$ cat src/rtl/parallel_serial_framer.sv
`default_nettype none
// ============================================================================
//  Module      : parallel_serial_framer
//  Description : Handshaked parallel-to-serial framer for the BPSK modulator
//                bit input. One-word holding buffer plus shift register, so
//                back-to-back words stream with no idle gap. Each bit is held
//                for SAMPLES_PER_BIT cycles.
//                Optional macro PARALLEL_SERIAL_PARITY_EN appends an even
//                parity bit (XOR of the data bits) after the data bits.
//  Revision    : 1.0 - initial release
// ============================================================================
module parallel_serial_framer #(
    parameter int WIDTH           = 16,
    parameter int SAMPLES_PER_BIT = 1,
    parameter bit MSB_FIRST       = 1'b0,
    parameter bit IDLE_LEVEL      = 1'b0
) (
    input  logic             clk,
    input  logic             rst_n,
    input  logic [WIDTH-1:0] parallel_data,
    input  logic             load_valid,
    output logic             load_ready,
    input  logic             clear,
    output logic             serial_signal,
    output logic             bit_strobe,
    output logic             active,
    output logic             done
);

`ifdef PARALLEL_SERIAL_PARITY_EN
    localparam int NBITS = WIDTH + 1;
`else
    localparam int NBITS = WIDTH;
`endif
    localparam int BIT_W  = (NBITS > 1) ? $clog2(NBITS) : 1;
    localparam int SAMP_W = (SAMPLES_PER_BIT > 1) ? $clog2(SAMPLES_PER_BIT) : 1;
    localparam logic [BIT_W-1:0]  BIT_LAST  = BIT_W'(NBITS - 1);
    localparam logic [SAMP_W-1:0] SAMP_LAST = SAMP_W'(SAMPLES_PER_BIT - 1);

    typedef enum logic [0:0] {
        ST_IDLE  = 1'b0,
        ST_SHIFT = 1'b1
    } state_t;

    state_t            state;
    logic [WIDTH-1:0]  buf_data;
    logic              buf_full;
    logic [NBITS-1:0]  shreg;
    logic [BIT_W-1:0]  bit_cnt;
    logic [SAMP_W-1:0] samp_cnt;

    logic              handshake;
    logic              last_sample;
    logic              word_end;
    logic              cur_bit;
    logic [NBITS-1:0]  frame;
    logic [NBITS-1:0]  shreg_next;

    // The buffer refuses words while full, during clear and while in reset.
    assign load_ready  = !buf_full && !clear && rst_n;
    assign handshake   = load_valid && load_ready;
    assign last_sample = (samp_cnt == SAMP_LAST);
    assign word_end    = last_sample && (bit_cnt == BIT_LAST);

    // Frame layout in the shift register: the bit to send first sits at the
    // end the register shifts out of; parity (if present) is always last.
    generate
        if (MSB_FIRST) begin : g_msb_first
`ifdef PARALLEL_SERIAL_PARITY_EN
            assign frame = {buf_data, ^buf_data};
`else
            assign frame = buf_data;
`endif
            assign cur_bit    = shreg[NBITS-1];
            assign shreg_next = {shreg[NBITS-2:0], 1'b0};
        end else begin : g_lsb_first
`ifdef PARALLEL_SERIAL_PARITY_EN
            assign frame = {^buf_data, buf_data};
`else
            assign frame = buf_data;
`endif
            assign cur_bit    = shreg[0];
            assign shreg_next = {1'b0, shreg[NBITS-1:1]};
        end
    endgenerate

    // Outputs are decoded purely from registered state.
    assign active        = (state == ST_SHIFT);
    assign serial_signal = active ? cur_bit : IDLE_LEVEL;
    assign bit_strobe    = active && (samp_cnt == '0);
    assign done          = active && word_end;

    // Buffer capture, word hand-over and bit/sample sequencing.
    always_ff @(posedge clk) begin
        if (!rst_n) begin
            state    <= ST_IDLE;
            buf_data <= '0;
            buf_full <= 1'b0;
            shreg    <= '0;
            bit_cnt  <= '0;
            samp_cnt <= '0;
        end else if (clear) begin
            state    <= ST_IDLE;
            buf_full <= 1'b0;
            shreg    <= '0;
            bit_cnt  <= '0;
            samp_cnt <= '0;
        end else begin
            // Capture only happens while the buffer is empty, so it never
            // collides with the buffer being drained below.
            if (handshake) begin
                buf_data <= parallel_data;
                buf_full <= 1'b1;
            end
            case (state)
                ST_IDLE: begin
                    if (buf_full) begin
                        shreg    <= frame;
                        buf_full <= 1'b0;
                        bit_cnt  <= '0;
                        samp_cnt <= '0;
                        state    <= ST_SHIFT;
                    end
                end
                ST_SHIFT: begin
                    if (!last_sample) begin
                        samp_cnt <= samp_cnt + 1'b1;
                    end else if (!word_end) begin
                        samp_cnt <= '0;
                        bit_cnt  <= bit_cnt + 1'b1;
                        shreg    <= shreg_next;
                    end else if (buf_full) begin
                        // Chain straight into the buffered word: no gap cycle.
                        shreg    <= frame;
                        buf_full <= 1'b0;
                        bit_cnt  <= '0;
                        samp_cnt <= '0;
                    end else begin
                        samp_cnt <= '0;
                        bit_cnt  <= '0;
                        state    <= ST_IDLE;
                    end
                end
            endcase
        end
    end

endmodule
`default_nettype wire
$ cat config.mk
export PLATFORM = sky130hd
export DESIGN_NAME = parallel_serial_framer
export DESIGN_NICKNAME = d
export VERILOG_FILES = /design/src/rtl/parallel_serial_framer.sv
export SDC_FILE = /design/constraint.sdc
export NUM_CORES = 1
export LEC_CHECK = 0
export CAP_MARGIN = 10
export CORE_MARGIN = 4
export CORE_UTILIZATION = 30
export DETAILED_ROUTE_END_ITERATION = 16
export RECOVER_POWER = 25
export SLEW_MARGIN = 10
export SYNTH_ARGS = -nofsm -noshare
export SYNTH_HDL_FRONTEND = slang
export SYNTH_SLANG_ARGS = --single-unit
$ cat constraint.sdc
create_clock -name clk -period 3.7 [get_ports clk]
set_input_delay 0.555 -clock clk [delete_from_list [all_inputs] [get_ports clk]]
set_output_delay 0.555 -clock clk [all_outputs]
set_load 0.01 [all_outputs]
# Word-level counts from Yosys, hierarchy flattened
# Index checks and enable logic that the tools add are counted.
[word_totals]
register_bits = 39
input_bits = 20
elab_cells = 47
[op_classes]
add_sub_neg = 2
n_eq_ne = 3
n_mux = 21
n_bitwise = 4
reduce_logical = 11
[op_table]
columns = ["operator", "count"]
rows = [
  ["$mux W16", 3],
  ["$pmux W16 S2", 1],
  ["$mux W4", 3],
  ["$mux W1", 10],
  ["$pmux W4 S2", 1],
  ["$logic_and A1 B1 Y1", 6],
  ["$pmux W1 S2", 3],
  ["$add A4 B1 Y4 const B", 1],
  ["$eq A4 B4 Y1 const B", 1],
  ["$ne A2 B2 Y1 const B", 2],
  ["$not A1 Y1", 4],
  ["$reduce_and A2 Y1", 2],
  ["$logic_not A1 Y1", 2],
  ["$reduce_or A2 Y1", 1],
  ["$add A1 B1 Y1 const B", 1],
]

# Depth between registers and ports, before layout
[depth]
word_depth = 9
ltp_mapped = 6
depth_no_buf = 4

# Least setup slack after synthesis
# No wires, ideal clock.
[synth_timing]
kind = "input to output"
startpoint = "input port rst_n"
endpoint = "output port load_ready"
arrival_time_ns = 1.256
t_required_ns = 3.145
path_slack_ns = 1.889
cell_stages = 4
n_path_buf = 2
path_cell_list = "buf_2 > nand2b_1 > clkbuf_1 > nor2_1"
[synth_between]
elab_chain_cells = 1
[synth_rtl]
columns = ["item", "line", "source"]
rows = [
  ["start: declaration", "19", "input logic rst_n,"],
  ["$logic_and A1 B1 Y1", "60", "assign load_ready = !buf_full && !clear && rst_n;"],
  ["end: declaration", "22", "output logic load_ready,"],
]
# No other way between the ends.

# Worst setup path after layout
# Same ends and word-level chain as after synthesis.

==> results.toml <==
[global_route]
grt_use_total_pct = 11.0
grt_pass1_wl_um = 6320
grt_max_degree = 29
gr-total-overflow = 0
grt_pass1_vias = 1322
antenna_found_initial = 0

[layout]
nets = 218
drive_above_1_share_pct = 11.1
multi_input_area_um2 = 850
diodes = 0
fin_area_um2 = 2060
register_area_um2 = 761
fillerInstances = 565
syn2layout_area_growth_pct = 20.5
layoutNonFillerInstCount = 270

[placed_design]
post-dp-hpwl_um = 2310
port_buffers = 24
dpl_cell_area_um2 = 1970
placed_cells = 262
gp_congestion = 0.732
pre_cts_slack_ps = 860

[worst_hold_path]
min_path_cells = 2
hold_class = "reg -> reg"
hp-start = "buf_data[8]"

[die]
rows = 27
die_x_um = 83.5
ioPinCount = 25
fp.dieH_um = 83.5
core_um2 = 5510
dieArea_um2 = 6980
start_util_pct = 31.1

[sta]
finalHoldViolations = 0
fin_crit_sh_pct = 77.4
worst_slew_pin_slew_ps = 1130
setup_ws_ps = 836
setup_tns_ps = 0
relSlewSlack_pct = 24.9
maxSlewViolCount = 0
finalSetupViolCount = 0
clock_skew_ps = 4.31
grt_setup_unrepaired = "false"
period_minus_slack_ps = 2860
max_freq_ghz = 0.349

[detailed_routing]
drtPass1Iterations = 4
wl_um = 3550
routed-via-count = 1320
wl_per_cell_um = 13.2
viasPerCell = 4.89
route.detailed.drc = 0
first_iter_violations = 39
ant_nets = 0

[synthesis]
ys_ff_latch = 38
ys_top_cells_by_area = "dfxtp_1 (44%), mux2i_1 (9.4%), nand2_1 (7.7%)"
synth_cell_types = 33
synth-main-ff-cell = "dfxtp_1"
synth-seq-area-share_pct = 44.4
synthTopCellsByCount = "dfxtp_1 (38), nand2_1 (35), mux2i_1 (16), nand4_1 (16), a21boi_0 (14)"
synth.most_common_cell = "dfxtp_1"
yosysTopAreaCell = "dfxtp_1"
syn_avg_cell_area_um2 = 9.46
synthesis.instances = 181
synth_top_area_share_pct = 44.4
synth_nets = 202
synth_edf_count = 0
async_flop_share_pct = 0
netlist_area_um2 = 1710
yosys_warnings = 0

[cts]
cts_hold_buf = 0
h-tree-depth = 2
cts-resized-gates = 0
cts_made_buffers = 5
path_clk_slew_ps = 70
root_buffer = "clkbuf_8"
cts_sinks = 38
clk_path_buf_depth = 2
tritoncts = "built"
post_cts_buffers = 0
clkLatencyLatePin_ps = 280

[pwr]
p_leak_nw = 0.651
vdd_drop_max_mv = 0.144
power_density_nw_per_um2 = 374

[critical_path]
path_class = "in -> out"
cp-end-kind = "output port"
cp.arrival_ps = 2310
reg2reg_depth = 3
path_max_fanout = 20
cp-start-kind = "input port"
r2r-start = "buf_full"
cp.required_ps = 3140
crit_start = "rst_n"

[outcome]
status = "finished, final reports clean"

[run]
drv_cap = 0
[cell usage in the layout (no fill, tap or decap), types with 3 or more instances in the layout]
master and n:
a21boi_0 14, nand2_1 35, nand4_1 16, clkdlybuf4s50_1 23, mux2i_1 16, o31ai_2 8, a21oi_1 3, nor2_1 3
dfxtp_1 38, clkbuf_8 6, o31ai_1 8, buf_4 3
[registers in the layout, summed over array words and instances (netlist names)]
register / count
active: 1
bit_cnt: 4
buf_data: 16
buf_full: 1
shreg: 16
[worst paths after layout]
path                  to  slack [ps]
max           load_ready         840
min          buf_data[8]         460
max reg2reg  buf_data[1]        1890
min reg2reg  buf_data[8]         460
[power breakdown]
group / switching (W) / internal [W] / total [W]
sequential: 0.00000751 / 0.000416 / 0.000423
clock: 0.000138 / 0.000150 / 0.000288
combinational: 0.0000273 / 0.0000326 / 0.0000599
total: 0.000173 / 0.000598 / 0.000771
[area by class of cell]
cell class	instances	area share (%)
clock buffers	7	4.19
clock inverters	1	0.243
inverters	1	0.182
multi-input cells	123	41.2
flip-flops and latches	38	36.9
well taps	72	4.37
repair buffers	28	12.9
[stage by stage]
step	utilization [%]	power [W]	hold WS, ps
3_5_place_dp	35.9	0.000494	449
3_3_place_gp	35.9	0.000494	447
2_1_floorplan	-	0.000463	435
6_report	37.4	0.000771	459
4_1_cts	37.5	0.000782	459
5_1_grt	37.4	0.000807	486
[worst max-delay path, stage by stage]
cell and delay (ps):
dlygate4sd3_1 910, nand2b_1 160, nor2_1 130, clkdlybuf4s50_1 550
[routing by layer]
metal / vias to the layer above / part of all wire, % / track usage [%]
li1: 681 / - / -
met3: 4 / 3.7 / 4.05
met2: 15 / 47 / 18.7
met5: - / 0 / 0
met4: 0 / 0.93 / 2.63
met1: 620 / 48 / 13.3
[cell families after synthesis]
kind of cell / Yosys count / share of synthesized area [%]
muxes: 16 / 9.36
AOI/OAI and AO/OA: 39 / 18.8
and+or+nand+nor: 67 / 20.4
buffers and inverters: 20 / 6.29
adders and majority gates: 1 / 0.731
DFF: 38 / 44.4
Power figures use the tool's default switching activity.
==> patch (same flow settings) <==
`WIDTH`: 16 -> 8.
--- a/src/rtl/parallel_serial_framer.sv
+++ b/src/rtl/parallel_serial_framer.sv
@@ -11,5 +11,5 @@
 // ============================================================================
 module parallel_serial_framer #(
-    parameter int WIDTH           = 16,
+    parameter int WIDTH           = 8,
     parameter int SAMPLES_PER_BIT = 1,
     parameter bit MSB_FIRST       = 1'b0,
Interface: changed (resized parallel_data); port bits go from 25 to 17. No check against the original RTL was run, so the function may have changed too.
==> patch against the unedited design <==
Routed wire length decreased by 60%; worst hold slack better by 0.0025 ns; cell area is 49% lower; synthesized area down 50%; worst setup slack improved by 0.14 ns; count of clock-buffer cells in the layout fell by 4; register-to-register slack improved by 0.09 ns; via count fell by 53%; power shrank 51%; sequential cell count is 17 lower; critical path type unchanged.
==> patch: results (changes against the unedited design) <==
Place:
- The placer's final routability congestion estimate is 0.710 (-3.0%).
- The cell count after placement is 131 (-50%).
- The worst setup slack after placement is 0.996 ns (+0.136 ns).
- The number of port buffers was 16 (-33%).
- The instance area at placement was 0.00102 mm2 (-48%).
- The HPWL after detailed placement came to 1.01 mm (-56%).

Final layout:
- The number of nets in the layout is 119 (-45%).
- The number of diodes added for antenna fixing is 0 (unchanged).
- The proportion of layout cells with a drive suffix above 1 is 0.0481 (-0.0630).
- In the final layout, the registers with the most flip-flops are buf_data (8), shreg (8), bit_cnt (3).

Setup path:
- The signal arrival time at the worst endpoint is 2.17 ns (-0.14 ns).
- The delay contributed by the slowest stage of the critical path is 0.75 ns (-0.16 ns).
- The peak fanout along the critical path was 11 (-45%).
- Among all stages on the critical path, the largest delay is contributed by dlygate4sd3_1.

STA:
- The worst slew slack as a fraction of its limit was 0.536 (+0.287).
- The maximum clock skew at final layout is 0.00223 ns (-0.00208 ns).

Logic synthesis:
- The count of synthesis-stage warnings from yosys is 0 (unchanged).
- The distinct cell type count after synthesis is 20 (-39%).
- The share of flip-flops with an asynchronous set or reset is 0 (unchanged).
- The synthesized area per cell is 9.64 um2 (+1.9%).
- Sorting the synthesized cells by how often they occur yields 21 x dfxtp_1, 17 x nand2_1, 8 x mux2i_1, 7 x o2bb2ai_1, 6 x o21ai_0.
- The leading register cell type out of synthesis is dfxtp_1.
- Yosys attributes the largest share of cell area to dfxtp_1 50%, mux2i_1 9.4%, nand2_1 7.5%.
- The number of nets in the synthesized netlist is 102 (-50%).
- The sequential element share of the synthesized area is 0.496 (+0.0511).

CTS:
- The maximum root-to-sink buffer count is 2 (unchanged).
- The worst-skew pair later-pin latency came to 0.30 ns (+0.02 ns).
- The clock-pin slew on the worst setup and hold paths is 0.11 ns (+0.04 ns).
- The number of buffers created by CTS is 3 (-2).
- The post-cts resize count came to 0 (unchanged).
- The maximum level of the CTS H-tree was 1 (-1).
- The tree is rooted in a clkbuf_4.
- The count of buffers added by post-CTS timing repair for setup came to 0 (unchanged).

Min path:
- The classification of the worst-slack hold path is reg2reg.

Pwr:
- The total leakage power is 0.374 nW (-43%).
- The maximum vdd drop is 0.165 mV (+15%).
- The total power draw came to 0.377 mW (-51%).

Global routing:
- The largest net degree at the start of global routing came to 18 (-38%).
- The wire length of the first global-routing pass came to 2.49 mm (-61%).
- The via count of the first global-routing pass is 610 (-54%).
- The number of antenna violations at the first check in global routing is 0 (unchanged).
- The overall routing resource usage is 0.0893 (-0.0210).

Route:
- The detailed-route via count is 620 (-53%).
- The via-per-instance ratio is 4.59 (-6.1%).
- The first-iteration detailed-routing DRC count is 26 (-33%).
- The aggregate routed wire length is 1.41 mm (-60%).
- The iteration count of the initial detailed-routing pass is 4 (unchanged).

Status:
- The run finished with clean final reports.

Die:
- The placeable core area is 0.00273 mm2 (-50%).
==> patch: worst max-delay path: cells and delay by family <==
kind	cells	cell delay, ns
buffers and inverters	2	1.30
AND/OR/NAND/NOR	2	0.31
==> patch: routing by layer <==
layer	wire (um)	track usage	vias to the layer above	share of wire
met1	697	0.111	271	0.49
met2	645	0.140	11	0.46
met5	0	0	-	0
li1	-	-	336	-
met3	56	0.0189	2	0.040
met4	14	0.0557	0	0.0099
==> patch: report_power, final <==
| part | switching, mW | leakage [nW] | internal, mW |
|---|---|---|---|
| sequential | 0.00558 | 0.170 | 0.232 |
| combinational | 0.0113 | 0.186 | 0.0183 |
| clock | 0.0693 | 0.0177 | 0.0403 |
==> patch: layout make-up <==
| type | count | area [um2] |
|---|---|---|
| clock buffers | 3 | 22.5 |
| clock inverters | 1 | 5.00 |
| fillers | 269 | 1690 |
| multi-input cells | 62 | 395 |
| flip-flops and latches | 21 | 420 |
| well taps | 31 | 38.8 |
| repair buffers | 17 | 164 |
==> patch: cells by family (layout without fill, tap and decap cells) <==
family,count (synthesis),count (layout),synth area share
DFF,21,21,0.496
adders and majority gates,2,2,0.0295
and+or+nand+nor,32,32,0.178
AOI/OAI and AO/OA,20,20,0.159
muxes,8,8,0.0944
buffers and inverters,5,21,0.0428
==> patch: path summary, 6_finish.rpt <==
path,startpoint,slack (ns),cells after the start,end
max,rst_n,0.98,4,load_ready
min,buf_data[6],0.46,2,buf_data[6]
min reg2reg,buf_data[6],0.46,2,buf_data[6]
max reg2reg,buf_full,1.98,3,buf_data[7]
